## src/rtl/acc_pkg.sv

```systemverilog
// Shared types and constants for the accumulator datapath blocks.
package acc_pkg;

    // Default datapath width of samples and deltas.
    localparam int unsigned ACC_WIDTH = 32;

    // Occupancy of the 2-entry output skid buffer. The encoding is the entry count.
    typedef enum logic [1:0] {
        BUF_EMPTY = 2'd0,
        BUF_ONE   = 2'd1,
        BUF_TWO   = 2'd2
    } buf_state_e;

    // One buffered delta at the default width.
    typedef struct packed {
        logic [ACC_WIDTH-1:0] data;
        logic                 wrap;
    } acc_delta_t;

    // Number of valid entries held in a given buffer state.
    function automatic logic [1:0] buf_count(buf_state_e st);
        unique case (st)
            BUF_EMPTY: buf_count = 2'd0;
            BUF_ONE:   buf_count = 2'd1;
            BUF_TWO:   buf_count = 2'd2;
            default:   buf_count = 2'd0;
        endcase
    endfunction

endpackage

```

## src/rtl/acc_diff_if.sv

```systemverilog
// Sample-in / delta-out handshake bundle for acc_diff.
interface acc_diff_if #(
    parameter int unsigned WIDTH = 32
);
    logic             enable;
    logic [WIDTH-1:0] data_in;
    logic             in_ready;
    logic             clear;
    logic             out_valid;
    logic             out_ready;
    logic [WIDTH-1:0] data_out;
    logic             wrap;

    // Producer of samples and consumer of deltas (the environment).
    modport master (
        output enable,
        output data_in,
        output clear,
        output out_ready,
        input  in_ready,
        input  out_valid,
        input  data_out,
        input  wrap
    );

    // The acc_diff block itself.
    modport slave (
        input  enable,
        input  data_in,
        input  clear,
        input  out_ready,
        output in_ready,
        output out_valid,
        output data_out,
        output wrap
    );
endinterface

```

## src/rtl/acc_diff_sub.sv

```systemverilog
// Combinational subtractor a - b computed as a + ~b + 1 on a Kogge-Stone
// carry-lookahead adder. borrow_o is set when a < b (unsigned).
module acc_diff_sub #(
    parameter int unsigned WIDTH = 32
) (
    input  logic [WIDTH-1:0] a_i,
    input  logic [WIDTH-1:0] b_i,
    output logic [WIDTH-1:0] diff_o,
    output logic             borrow_o
);

    localparam int unsigned Levels = (WIDTH > 1) ? $clog2(WIDTH) : 0;

    logic [WIDTH-1:0] b_n;
    logic [WIDTH-1:0] prop;
    logic [WIDTH-1:0] gen;
    logic [WIDTH-1:0] gk;
    logic [WIDTH-1:0] pk;
    logic [WIDTH-1:0] gn;
    logic [WIDTH-1:0] pn;
    logic [WIDTH:0]   carry;

    assign b_n = ~b_i;

    // Prefix tree: after the last level gk[i] is the carry out of bit i.
    always_comb begin
        prop = a_i ^ b_n;
        gen  = a_i & b_n;
        gk   = gen;
        pk   = prop;
        gn   = '0;
        pn   = '0;
        // The +1 is a carry-in of 1, folded into the bit-0 group generate.
        gk[0] = gen[0] | prop[0];
        for (int l = 0; l < int'(Levels); l++) begin
            gn = gk;
            pn = pk;
            for (int i = (1 << l); i < int'(WIDTH); i++) begin
                gn[i] = gk[i] | (pk[i] & gk[i - (1 << l)]);
                pn[i] = pk[i] & pk[i - (1 << l)];
            end
            gk = gn;
            pk = pn;
        end
        carry    = {gk, 1'b1};
        diff_o   = prop ^ carry[WIDTH-1:0];
        borrow_o = ~carry[WIDTH];
    end

endmodule

```

## src/rtl/acc_diff.sv

```systemverilog
// Accumulator inverse: turns a stream of running sums back into per-step
// increments (sample - previous sample), with a 2-entry output skid buffer.
module acc_diff
    import acc_pkg::*;
#(
    parameter int unsigned WIDTH = ACC_WIDTH
) (
    input logic        clk,
    input logic        reset,
    acc_diff_if.slave  bus
);

    // Width-parameterised form of acc_delta_t.
    typedef struct packed {
        logic [WIDTH-1:0] data;
        logic             wrap;
    } entry_t;

    buf_state_e       state_q, state_d;
    logic [WIDTH-1:0] prev_q, prev_d;
    entry_t           head_q, head_d;
    entry_t           tail_q, tail_d;

    logic [WIDTH-1:0] diff;
    logic             borrow;
    entry_t           new_entry;
    logic             in_ready;
    logic             out_valid;
    logic             accept;
    logic             pop;

    acc_diff_sub #(
        .WIDTH (WIDTH)
    ) u_sub (
        .a_i      (bus.data_in),
        .b_i      (prev_q),
        .diff_o   (diff),
        .borrow_o (borrow)
    );

    assign new_entry = '{data: diff, wrap: borrow};

    // Ready depends only on registered state, clear and reset; never on out_ready.
    assign in_ready  = (state_q != BUF_TWO) && !bus.clear && reset;
    assign out_valid = (buf_count(state_q) != 2'd0);
    assign accept    = bus.enable && in_ready;
    assign pop       = out_valid && bus.out_ready;

    assign bus.in_ready  = in_ready;
    assign bus.out_valid = out_valid;
    assign bus.data_out  = head_q.data;
    assign bus.wrap      = head_q.wrap;

    // Next-state for the buffer occupancy, entries and previous sample.
    always_comb begin
        state_d = state_q;
        prev_d  = prev_q;
        head_d  = head_q;
        tail_d  = tail_q;

        if (bus.clear) begin
            state_d = BUF_EMPTY;
            prev_d  = '0;
        end else begin
            if (accept) begin
                prev_d = bus.data_in;
            end
            unique case (state_q)
                BUF_EMPTY: begin
                    if (accept) begin
                        state_d = BUF_ONE;
                        head_d  = new_entry;
                    end
                end
                BUF_ONE: begin
                    if (accept && pop) begin
                        head_d = new_entry;
                    end else if (accept) begin
                        state_d = BUF_TWO;
                        tail_d  = new_entry;
                    end else if (pop) begin
                        state_d = BUF_EMPTY;
                    end
                end
                BUF_TWO: begin
                    // in_ready is low here, so only a pop can happen.
                    if (pop) begin
                        state_d = BUF_ONE;
                        head_d  = tail_q;
                    end
                end
                default: begin
                    state_d = BUF_EMPTY;
                end
            endcase
        end
    end

    // State registers with synchronous active-low reset.
    always_ff @(posedge clk) begin
        if (!reset) begin
            state_q <= BUF_EMPTY;
            prev_q  <= '0;
            head_q  <= '0;
            tail_q  <= '0;
        end else begin
            state_q <= state_d;
            prev_q  <= prev_d;
            head_q  <= head_d;
            tail_q  <= tail_d;
        end
    end

endmodule

```

## src/flat_wrapper.sv

```systemverilog
// flat-port wrapper written by rule: the top's interface ports become plain ports
module acc_diff_flat import acc_pkg::*;
#(
    parameter int unsigned WIDTH = ACC_WIDTH
)
  (clk, reset, bus_enable, bus_data_in, bus_clear, bus_out_ready, bus_in_ready, bus_out_valid, bus_data_out, bus_wrap);
  acc_diff_if #(.WIDTH(WIDTH)) bus_i ();
  input logic clk;
  input logic reset;
  input wire logic [$bits(bus_i.enable)-1:0] bus_enable;
  input wire logic [$bits(bus_i.data_in)-1:0] bus_data_in;
  input wire logic [$bits(bus_i.clear)-1:0] bus_clear;
  input wire logic [$bits(bus_i.out_ready)-1:0] bus_out_ready;
  output wire logic [$bits(bus_i.in_ready)-1:0] bus_in_ready;
  output wire logic [$bits(bus_i.out_valid)-1:0] bus_out_valid;
  output wire logic [$bits(bus_i.data_out)-1:0] bus_data_out;
  output wire logic [$bits(bus_i.wrap)-1:0] bus_wrap;
  assign bus_i.enable = bus_enable;
  assign bus_i.data_in = bus_data_in;
  assign bus_i.clear = bus_clear;
  assign bus_i.out_ready = bus_out_ready;
  assign bus_in_ready = bus_i.in_ready;
  assign bus_out_valid = bus_i.out_valid;
  assign bus_data_out = bus_i.data_out;
  assign bus_wrap = bus_i.wrap;
  acc_diff #(.WIDTH(WIDTH)) u_core (.clk(clk), .reset(reset), .bus(bus_i));
endmodule
```

## config.mk

```make
export PLATFORM = sky130hd
export DESIGN_NAME = acc_diff_flat
export DESIGN_NICKNAME = d
export VERILOG_FILES = /design/src/rtl/acc_pkg.sv /design/src/rtl/acc_diff_if.sv /design/src/rtl/acc_diff_sub.sv /design/src/rtl/acc_diff.sv /design/src/flat_wrapper.sv
export SDC_FILE = /design/constraint.sdc
export NUM_CORES = 1
export LEC_CHECK = 0
export CORE_MARGIN = 2
export CORE_UTILIZATION = 55
export DETAILED_ROUTE_END_ITERATION = 10
export HOLD_SLACK_MARGIN = 0.1
export PLACE_DENSITY_LB_ADDON = 0.2
export SYNTH_ARGS = -nofsm -noshare
export SYNTH_HDL_FRONTEND = slang
export SYNTH_SLANG_ARGS = --single-unit
```

## constraint.sdc

```tcl
create_clock -name clk -period 7.1 [get_ports clk]
set_input_delay 1.775 -clock clk [delete_from_list [all_inputs] [get_ports clk]]
set_output_delay 1.775 -clock clk [all_outputs]
set_load 0.05 [all_outputs]
```

==> reports/metrics.csv, run 1 <==
stage,metric,value,unit
status,status,"complete, no violations",
synthesis,synth_nets,804,
synthesis,synth-compound-area-share,0.258,
die,die_h,106,um
synthesis,synth_edf_count,0,
sta,rsz0062_at_grt,false,
power,combPwrFrac,0.238,
worst_setup_path,cp-start-kind,input pin,
worst_setup_path,crit_top_cell,clkdlybuf4s50_1,
cts,root_buffer,clkbuf_8,
drt,drtAntennaViolNets,0,
final_layout,final_nets,847,
synthesis,synth_top_area_share,0.349,
global_route,overflow,0,
die,dieArea,11300,um2
worst_setup_path,worstPathRequired,5.33,ns
final_layout,drive_gt1_frac,0.0476,
cts,clk_pin_slew,0.10,ns
cts,cts.hold.buffers_added,0,
synthesis,ys_types,59,
drt,drcViolationCount,0,
die,die_x,106,um
place,gp_congestion,0.865,
synthesis,ys_ff_latch,100,
synthesis,synthAdderAreaFrac,0.0820,
place,post-dp-hpwl,9.81,mm
power,total_leakage_power,2.56,nW
synthesis,synthFlopType,dfxtp_1,
run,cap_violations,0,
cts,cts.sinks,100,
drt,firstDrtPassIters,5,
cts,cts_buffers,9,
worst_setup_path,critPathSlowestCell,clkdlybuf4s50_1,
sta,finalHoldViolCount,0,
synthesis,synthMuxAreaShare,0.0157,
sta,worst_pin_slew,0.868,ns
die,core,10200,um2
sta,drv_slew,0,
sta,max_slew_margin,0.421,
worst_setup_path,cp_cell_sequence,clkdlybuf4s50_1 > nand2b_1 > buf_4 > nor2_1 > clkdlybuf4s50_1,
synthesis,yosysWarningCount,0,
power,internal-power,0.000870,W
cts,clockBufferDepth,2,
synthesis,synth_seq_area_share,0.349,
synthesis,syn_area,5740,um2
drt,wl_per_cell,14.9,um
cts,cts_setup_buffers,0,
drt,drt_iter0_markers,379,
cts,cts_resized,0,
worst_setup_path,slowest_delay,0.83,ns
power,vdd_drop_max,0.000101,V
sta,setup_viol,0,
synthesis,synthCells,730,
sta,whs,0.455,ns
global_route,grt_max_degree,70,
power,sw_frac_of_total,0.327,
sta,tns,0,ns
synthesis,avgSynthCellArea,7.86,um2
cts,clock_latency,0.37,ns
global_route,grt_pass1_wl,22.7,mm
power,pwr-share-clk,0.307,
sta,fmax,182,MHz
sta,skew,0.00962,ns
power,power_density,193,nW/um2
global_route,grt_pass1_vias,4765,
cts,cts_tree,built,
worst_setup_path,crit_type,input pin to output pin,
die,start_util,0.561,
synthesis,yosysTopAreaCell,dfxtp_1,
drt,vias,5228,
power,p_seq_frac,0.454,
power,switchingPower,0.000422,W
place,port_buffers,71,
sta,finalCritPeriodShare,0.773,
hold_path,worstHoldPathType,flip-flop to flip-flop,
die,io_pins,72,
synthesis,synth_simple_gate_area_frac,0.197,
sta,layout_min_cycle_time,5.49,ns
drt,vias_per_cell,5.72,
drt,routed_wl,13.6,mm
worst_setup_path,cp-end-kind,output pin,
final_layout,diodes,0,
final_layout,area_delta_synth_final,16.5,%
worst_setup_path,crit_arrival,3.72,ns
synthesis,synthTopCellsByArea,"dfxtp_1, ha_1, nand2_1",
worst_setup_path,rrSetupSlack,3.51,ns
worst_setup_path,critPathMaxFanout,36,
global_route,antenna_found_initial,0,
synthesis,synth_top_family_by_area,compound AO/OA/AOI/OAI gates,
die,row_count,37,
synthesis,synthXorXnorAreaFrac,0.0366,
synthesis,async_flop_share,0,
cts,htree_levels,3,
global_route,track_usage,0.248,
==> final timing paths <==
kind                           from                endpoint  depth (start not counted)
max                       bus_clear            bus_in_ready                          5
min          u_core.bus.data_out[1]  u_core.bus.data_out[1]                          2
max reg2reg       u_core.state_q[0]  u_core.bus.data_out[5]                         11
min reg2reg  u_core.bus.data_out[1]  u_core.bus.data_out[1]                          2
==> per-layer routing <==
metal	share of wire	track usage	vias up
met5	0	0	-
met1	0.49	0.366	2440
li1	-	-	2622
met4	0.014	0.0799	0
met2	0.43	0.377	150
met3	0.058	0.0294	16
==> through the flow <==
stage / cells / setup WS, ns / util / power (W) / instance area, um2
after global routing: 914 / 1.52 / 0.654 / 0.00135 / 6690
after CTS: 914 / 1.60 / 0.654 / 0.00130 / 6690
after floorplan: 730 / 2.51 / - / 0.000809 / 5740
after detailed placement: 898 / 1.62 / 0.633 / 0.000903 / 6470
final: 914 / 1.61 / 0.654 / 0.00129 / 6690
after global placement: 898 / 1.68 / 0.633 / 0.000897 / 6470
==> layout make-up <==
| cell class | instances | area, um2 |
|---|---|---|
| fill | 910 | 3540 |
| multi-input combinational | 541 | 3390 |
| sequential | 100 | 2000 |
| timing repair buffer | 76 | 743 |
| tap | 136 | 170 |
| inverter | 45 | 169 |
| clock buffer | 9 | 124 |
| clock inverter | 7 | 92.6 |
==> registers in the layout, indices dropped and copies added (netlist names) <==
| register | cells |
|---|---|
| u_core.bus.data_out | 32 |
| u_core.tail_q | 33 |
| u_core.bus.wrap | 1 |
| u_core.prev_q | 32 |
| u_core.state_q | 2 |
==> logic make-up (layout without fill, tap and decap cells) <==
kind of cell	Yosys count	in the layout
and+or+nand+nor	239	239
AOI/OAI and AO/OA	232	232
DFF	100	100
buffers and inverters	89	137
adders and majority gates	37	37
xor gates and xnor gates	24	24
muxes	9	9
==> Yosys cell counts (all sizes together), types with 12 or more instances <==
library cell	n
clkbuf	32
o21ai	67
nor2	39
buf	12
inv	45
xnor2	15
nand3	30
ha	36
dfxtp	100
and2	17
o31ai	21
a21oi	68
nand2	106
==> power groups by stage <==
stage / clock, W / sequential (W) / combinational (W)
2_1_floorplan: 0 / 0.000637 / 0.000172
3_3_place_gp: 0 / 0.000599 / 0.000297
3_5_place_dp: 0 / 0.000600 / 0.000303
4_1_cts: 0.000404 / 0.000587 / 0.000305
5_1_grt: 0.000425 / 0.000589 / 0.000335
6_report: 0.000397 / 0.000587 / 0.000308
==> cells in the final DEF (no fill, tap or decap), types with 7 or more instances in the layout <==
cell type          n
xnor2_1           15
nor3_1             7
o21ai_0           61
nand3_1           30
and2_1            17
a21o_1             9
o21bai_1           7
mux2i_1            9
o31ai_1           20
xor2_1             9
inv_1             45
nor2_1            37
clkbuf_8           9
a21oi_1           66
ha_1              35
nand2_1          105
o211ai_1          10
o211a_1            8
dfxtp_1          100
clkdlybuf4s50_1   70
o21a_1            10
==> worst max-delay path: cells and delay by family <==
kind          cells  cell delay [ns]
buf+inv           3             1.55
simple gates      2             0.38
Note: power is estimated with default switching activity, not from simulation.
==> inputs of run 2 (changes only) <==
==> constraint.sdc (replaced) <==
create_clock -name clk -period 5.65 [get_ports clk]
set_input_delay 1.4125 -clock clk [delete_from_list [all_inputs] [get_ports clk]]
set_output_delay 1.4125 -clock clk [all_outputs]
set_load 0.05 [all_outputs]
==> reports/metrics.csv, run 2 (same netlist as run 1, synthesis figures left out) <==
stage,metric,value,unit
worst_setup_path,crit-reg2reg-launch,u_core.prev_q[0],
die,die_h,106,um
place,dp_cells,900,
cts,clk_pin_slew,0.11,ns
drt,wl_per_cell,15.4,um
final_layout,final_cell_mix,"nand2_1, dfxtp_1, clkdlybuf4s50_1, a21oi_1, o21ai_0",
worst_setup_path,rrSetupSlack,2.69,ns
final_layout,fillers,913,
power,combPwrFrac,0.235,
drt,firstDrtPassIters,5,
cts,cts_tree,built,
cts,cts.hold.buffers_added,0,
sta,worst_pin_slew,0.860,ns
power,p_seq_frac,0.446,
global_route,antenna_found_initial,0,
final_layout,final_nets,849,
worst_setup_path,cp_cell_sequence,clkdlybuf4s50_1 > inv_1 > ha_1 > fa_1 > nor2b_1 > o21ai_1 > a21boi_1 > o21ai_1 > a21oi_1 > o32ai_2 > o31ai_1 > o31a_1 > o221ai_1,
power,pwr-share-clk,0.320,
worst_setup_path,worstPathRequired,5.87,ns
die,dieArea,11300,um2
cts,cts_resized,0,
hold_path,hold-path-endpoint,u_core.prev_q[31],
power,power_density,246,nW/um2
final_layout,fin_area,6720,um2
sta,whs,0.460,ns
final_layout,layout_commonest_cell,nand2_1,
sta,skew,0.0106,ns
worst_setup_path,cp-start-kind,input pin,
sta,finalCritPeriodShare,0.746,
drt,highest_layer,met4,
power,switchingPower,0.000522,W
die,core,10200,um2
hold_path,worstHoldStart,u_core.prev_q[31],
power,internal-power,0.00113,W
cts,root_buffer,clkbuf_8,
cts,cts_buffers,9,
drt,drt_iter0_markers,402,
final_layout,diodes,0,
drt,drtAntennaViolNets,0,
drt,routed_wl,14.1,mm
die,start_util,0.561,
hold_path,worstHoldPathType,flip-flop to flip-flop,
worst_setup_path,cp_top_family,compound AO/OA/AOI/OAI gates,
run,cap_violations,0,
drt,vias,5215,
sta,drv_slew,0,
global_route,grt_pass1_wl,23.0,mm
hold_path,min_path_cells,2,
worst_setup_path,crit_arrival,4.43,ns
final_layout,largest_reg_flops,33,
global_route,grt_pass1_vias,4699,
cts,htree_levels,3,
sta,tns,0,ns
cts,clock_latency,0.37,ns
drt,vias_per_cell,5.69,
drt,drcViolationCount,0,
place,port_buffers,71,
power,vdd_drop_max,0.000124,V
worst_setup_path,critPathMaxFanout,4,
final_layout,drive_gt1_frac,0.0513,
status,status,"complete, no violations",
cts,cts.sinks,100,
sta,fmax,237,MHz
final_layout,area_delta_synth_final,17.0,%
place,gp_congestion,0.903,
worst_setup_path,r2r_end,u_core.bus.wrap,
sta,layout_min_cycle_time,4.21,ns
drt,wl_met3,715,um
place,place_area,6480,um2
die,die_x,106,um
cts,clockBufferDepth,2,
die,row_count,37,
sta,max_slew_margin,0.426,
worst_setup_path,cp.depth,13,
cts,cts_setup_buffers,0,
worst_setup_path,path_buf_inv,2,
place,post-dp-hpwl,10.3,mm
worst_setup_path,slowest_delay,0.48,ns
power,total_leakage_power,2.58,nW
sta,setup_viol,0,
sta,rsz0062_at_grt,false,
sta,finalHoldViolCount,0,
power,sw_frac_of_total,0.315,
worst_setup_path,cp-end-kind,flip-flop,
worst_setup_path,critPathSlowestCell,clkdlybuf4s50_1,
global_route,overflow,0,
global_route,track_usage,0.253,
worst_setup_path,crit_top_cell,o21ai_1,
drt,dr_wl_met2,6.07,mm
final_layout,regMostFlops,u_core.tail_q,
worst_setup_path,worst-r2r-cell-count,11,
drt,wl_met1,7.06,mm
worst_setup_path,crit_type,input pin to flip-flop,
final_layout,fin_cells,916,
die,io_pins,72,
global_route,grt_max_degree,71,
run 2: cell types whose count changed in the layout (fill, tap and decap cells not counted), sizes merged:
cell and change:
inv -2, bufinv +1, buf +3, clkinvlp +1, clkdlybuf4s50 -1
run 2: power groups by stage:
stage	clock, W	combinational [W]	sequential [W]
2_1_floorplan	0	0.000216	0.000800
3_3_place_gp	0	0.000377	0.000753
3_5_place_dp	0	0.000383	0.000754
4_1_cts	0.000536	0.000385	0.000738
5_1_grt	0.000562	0.000422	0.000741
6_report	0.000529	0.000388	0.000738
run 2: worst max path at each step:
stage                     slack [ns]               to      startpoint
after floorplan                 1.79     bus_in_ready           reset
after global placement          1.22  u_core.bus.wrap  bus_data_in[0]
after detailed placement        1.07  u_core.bus.wrap  bus_data_in[0]
after CTS                       1.45  u_core.bus.wrap  bus_data_in[0]
after global routing            1.16  u_core.bus.wrap  bus_data_in[0]
final                           1.44  u_core.bus.wrap  bus_data_in[0]
run 2: worst min-delay path: cells and delay by family, from the launching register on:
kind	cells	cell delay, ns
flops	1	0.32
compound gates	1	0.05
simple gates	1	0.05
run 2: final cells by class:
| type | count | area, um2 | area share |
|---|---|---|---|
| repair buffers | 78 | 756 | 0.112 |
| clock buffers | 9 | 124 | 0.0184 |
| flip-flops and latches | 100 | 2000 | 0.298 |
| multi-input cells | 541 | 3390 | 0.504 |
| clock inverters | 7 | 110 | 0.0164 |
| inverters | 45 | 169 | 0.0251 |
| well taps | 136 | 170 | 0.0253 |
run 2: per-layer routing:
layer / vias to the layer above / global-route usage
met1: 2390 / 0.374
met4: 0 / 0.0874
li1: 2632 / -
met2: 173 / 0.384
met5: - / 0
met3: 20 / 0.0251
run 2: per-stage QoR:
step / power [W] / worst slack, ns / utilization
3_3_place_gp: 0.00113 / 1.22 / 0.634
5_1_grt: 0.00172 / 1.16 / 0.657
4_1_cts: 0.00166 / 1.45 / 0.657
2_1_floorplan: 0.00102 / 1.79 / -
6_report: 0.00166 / 1.44 / 0.657
3_5_place_dp: 0.00114 / 1.07 / 0.634
==> inputs of run 3 (changes only) <==
--- a/config.mk
+++ b/config.mk
@@ -6,7 +6,7 @@
 export NUM_CORES = 1
 export LEC_CHECK = 0
 export CORE_MARGIN = 2
-export CORE_UTILIZATION = 55
+export CORE_UTILIZATION = 51
 export DETAILED_ROUTE_END_ITERATION = 10
 export HOLD_SLACK_MARGIN = 0.1
 export PLACE_DENSITY_LB_ADDON = 0.2
==> constraint.sdc (replaced) <==
create_clock -name clk -period 3.5 [get_ports clk]
set_input_delay 0.875 -clock clk [delete_from_list [all_inputs] [get_ports clk]]
set_output_delay 0.875 -clock clk [all_outputs]
set_load 0.05 [all_outputs]
==> reports/metrics.csv, run 3 (same netlist as run 1, synthesis figures left out) <==
stage,metric,value,unit
final_layout,diodes,0,
sta,rsz0062_at_grt,false,
drt,wl_per_cell,14.7,um
place,gp_congestion,0.877,
die,start_util,0.527,
worst_setup_path,cp-start-kind,input pin,
place,post-dp-hpwl,10.6,mm
sta,max_slew_margin,0.582,
die,die_h,110,um
sta,layout_min_cycle_time,3.34,ns
worst_setup_path,rrSetupSlack,0.73,ns
drt,firstDrtPassIters,5,
drt,drt_iter0_markers,389,
final_layout,regMostFlops,u_core.tail_q,
global_route,track_usage,0.245,
cts,clock_latency,0.38,ns
die,die_x,110,um
final_layout,final_cell_mix,"nand2_1, dfxtp_1, clkdlybuf4s50_1, a21oi_1, o21ai_0",
die,io_pins,72,
cts,htree_levels,3,
power,pwr-share-clk,0.280,
status,status,"complete, no violations",
drt,drcViolationCount,0,
global_route,grt_pass1_wl,23.1,mm
sta,worst_pin_slew,0.626,ns
worst_setup_path,cp-end-kind,flip-flop,
drt,vias,5270,
sta,finalCritPeriodShare,0.954,
place,port_buffers,71,
worst_setup_path,critPathMaxFanout,3,
power,vdd_drop_max,0.000211,V
sta,setup_viol,0,
worst_setup_path,worstPathRequired,3.76,ns
global_route,grt_max_degree,63,
hold_path,worstHoldPathType,flip-flop to flip-flop,
global_route,antenna_found_initial,0,
drt,drtAntennaViolNets,0,
sta,fmax,300,MHz
sta,finalHoldViolCount,0,
power,internal-power,0.00177,W
cts,cts_buffers,9,
power,total_leakage_power,2.79,nW
drt,vias_per_cell,5.47,
cts,root_buffer,clkbuf_8,
power,switchingPower,0.000841,W
drt,routed_wl,14.2,mm
final_layout,final_nets,893,
sta,skew,0.00936,ns
place,dp_cells,947,
power,combPwrFrac,0.263,
sta,drv_slew,0,
worst_setup_path,crit_arrival,3.60,ns
power,sw_frac_of_total,0.322,
cts,clockBufferDepth,2,
cts,cts_tree,built,
sta,layout_setup_ws,0.162,ns
global_route,grt_pass1_vias,4843,
worst_setup_path,crit_type,input pin to flip-flop,
power,p_seq_frac,0.457,
global_route,overflow,0,
place,dpl_worst_slack,-0.408,ns
final_layout,fin_cells,964,
die,row_count,38,
cts,clk_pin_slew,0.10,ns
final_layout,area_delta_synth_final,23.4,%
final_layout,layout_commonest_cell,nand2_1,
cts,cts.hold.buffers_added,0,
final_layout,largest_reg_flops,33,
power,power_density,368,nW/um2
cts,cts.sinks,100,
run,cap_violations,0,
final_layout,drive_gt1_frac,0.107,
die,core,10900,um2
die,dieArea,12100,um2
## run 3: timing repair
action / in CTS / in global routing
gates resized for setup: 0 / 6
buffers inserted: 0 / 1
endpoints found under the setup margin: 0 / 12
## run 3: routing by layer
metal  wire length, um  up-vias  track usage
met5                 0        -            0
met2              6060      124        0.373
met1              7170     2410        0.347
met4               283        0       0.0958
li1                  -     2718            -
met3               665       18       0.0370
## run 3: critical path, stage by stage
cell and delay [ns]:
clkdlybuf4s50_1 0.48, inv_1 0.05, ha_1 0.23, fa_1 0.41
nor2b_1 0.13, o21ai_1 0.10, a21boi_2 0.17, o21ai_2 0.10
a21oi_2 0.20, o32ai_2 0.12, o31ai_1 0.28, buf_4 0.16
o31a_1 0.17, o221ai_1 0.12
## run 3: power by group through the flow
stage	registers (W)	clock network (W)	logic (W)
6_report	0.00119	0.000730	0.000687
5_1_grt	0.00120	0.000780	0.000748
4_1_cts	0.00119	0.000747	0.000677
3_5_place_dp	0.00122	0	0.000674
3_3_place_gp	0.00122	0	0.000666
2_1_floorplan	0.00129	0	0.000348
## run 3: layout make-up
cell class	instances	area, um2
multi-input cells	541	3410
well taps	140	175
repair buffers	122	1140
clock inverters	4	30.0
fillers	968	3810
clock buffers	12	155
inverters	45	169
flip-flops and latches	100	2000
## run 3: stage by stage
step           TNS [ns]  hold WS (ns)   util  cell area (um2)  power, W
2_1_floorplan         0         0.434      -             5740   0.00164
3_3_place_gp      -2.86         0.439  0.630             6860   0.00188
3_5_place_dp      -4.84         0.446  0.630             6860   0.00189
4_1_cts               0         0.459  0.647             7050   0.00261
5_1_grt               0         0.480  0.650             7080   0.00272
6_report              0         0.457  0.650             7080   0.00261
## run 3: path summary, 6_finish.rpt
kind | startpoint | to | cells after the start
max reg2reg | u_core.prev_q[1] | u_core.bus.data_out[29] | 11
max | bus_data_in[0] | u_core.bus.wrap | 14
min reg2reg | u_core.tail_q[4] | u_core.tail_q[4] | 2
min | u_core.tail_q[4] | u_core.tail_q[4] | 2
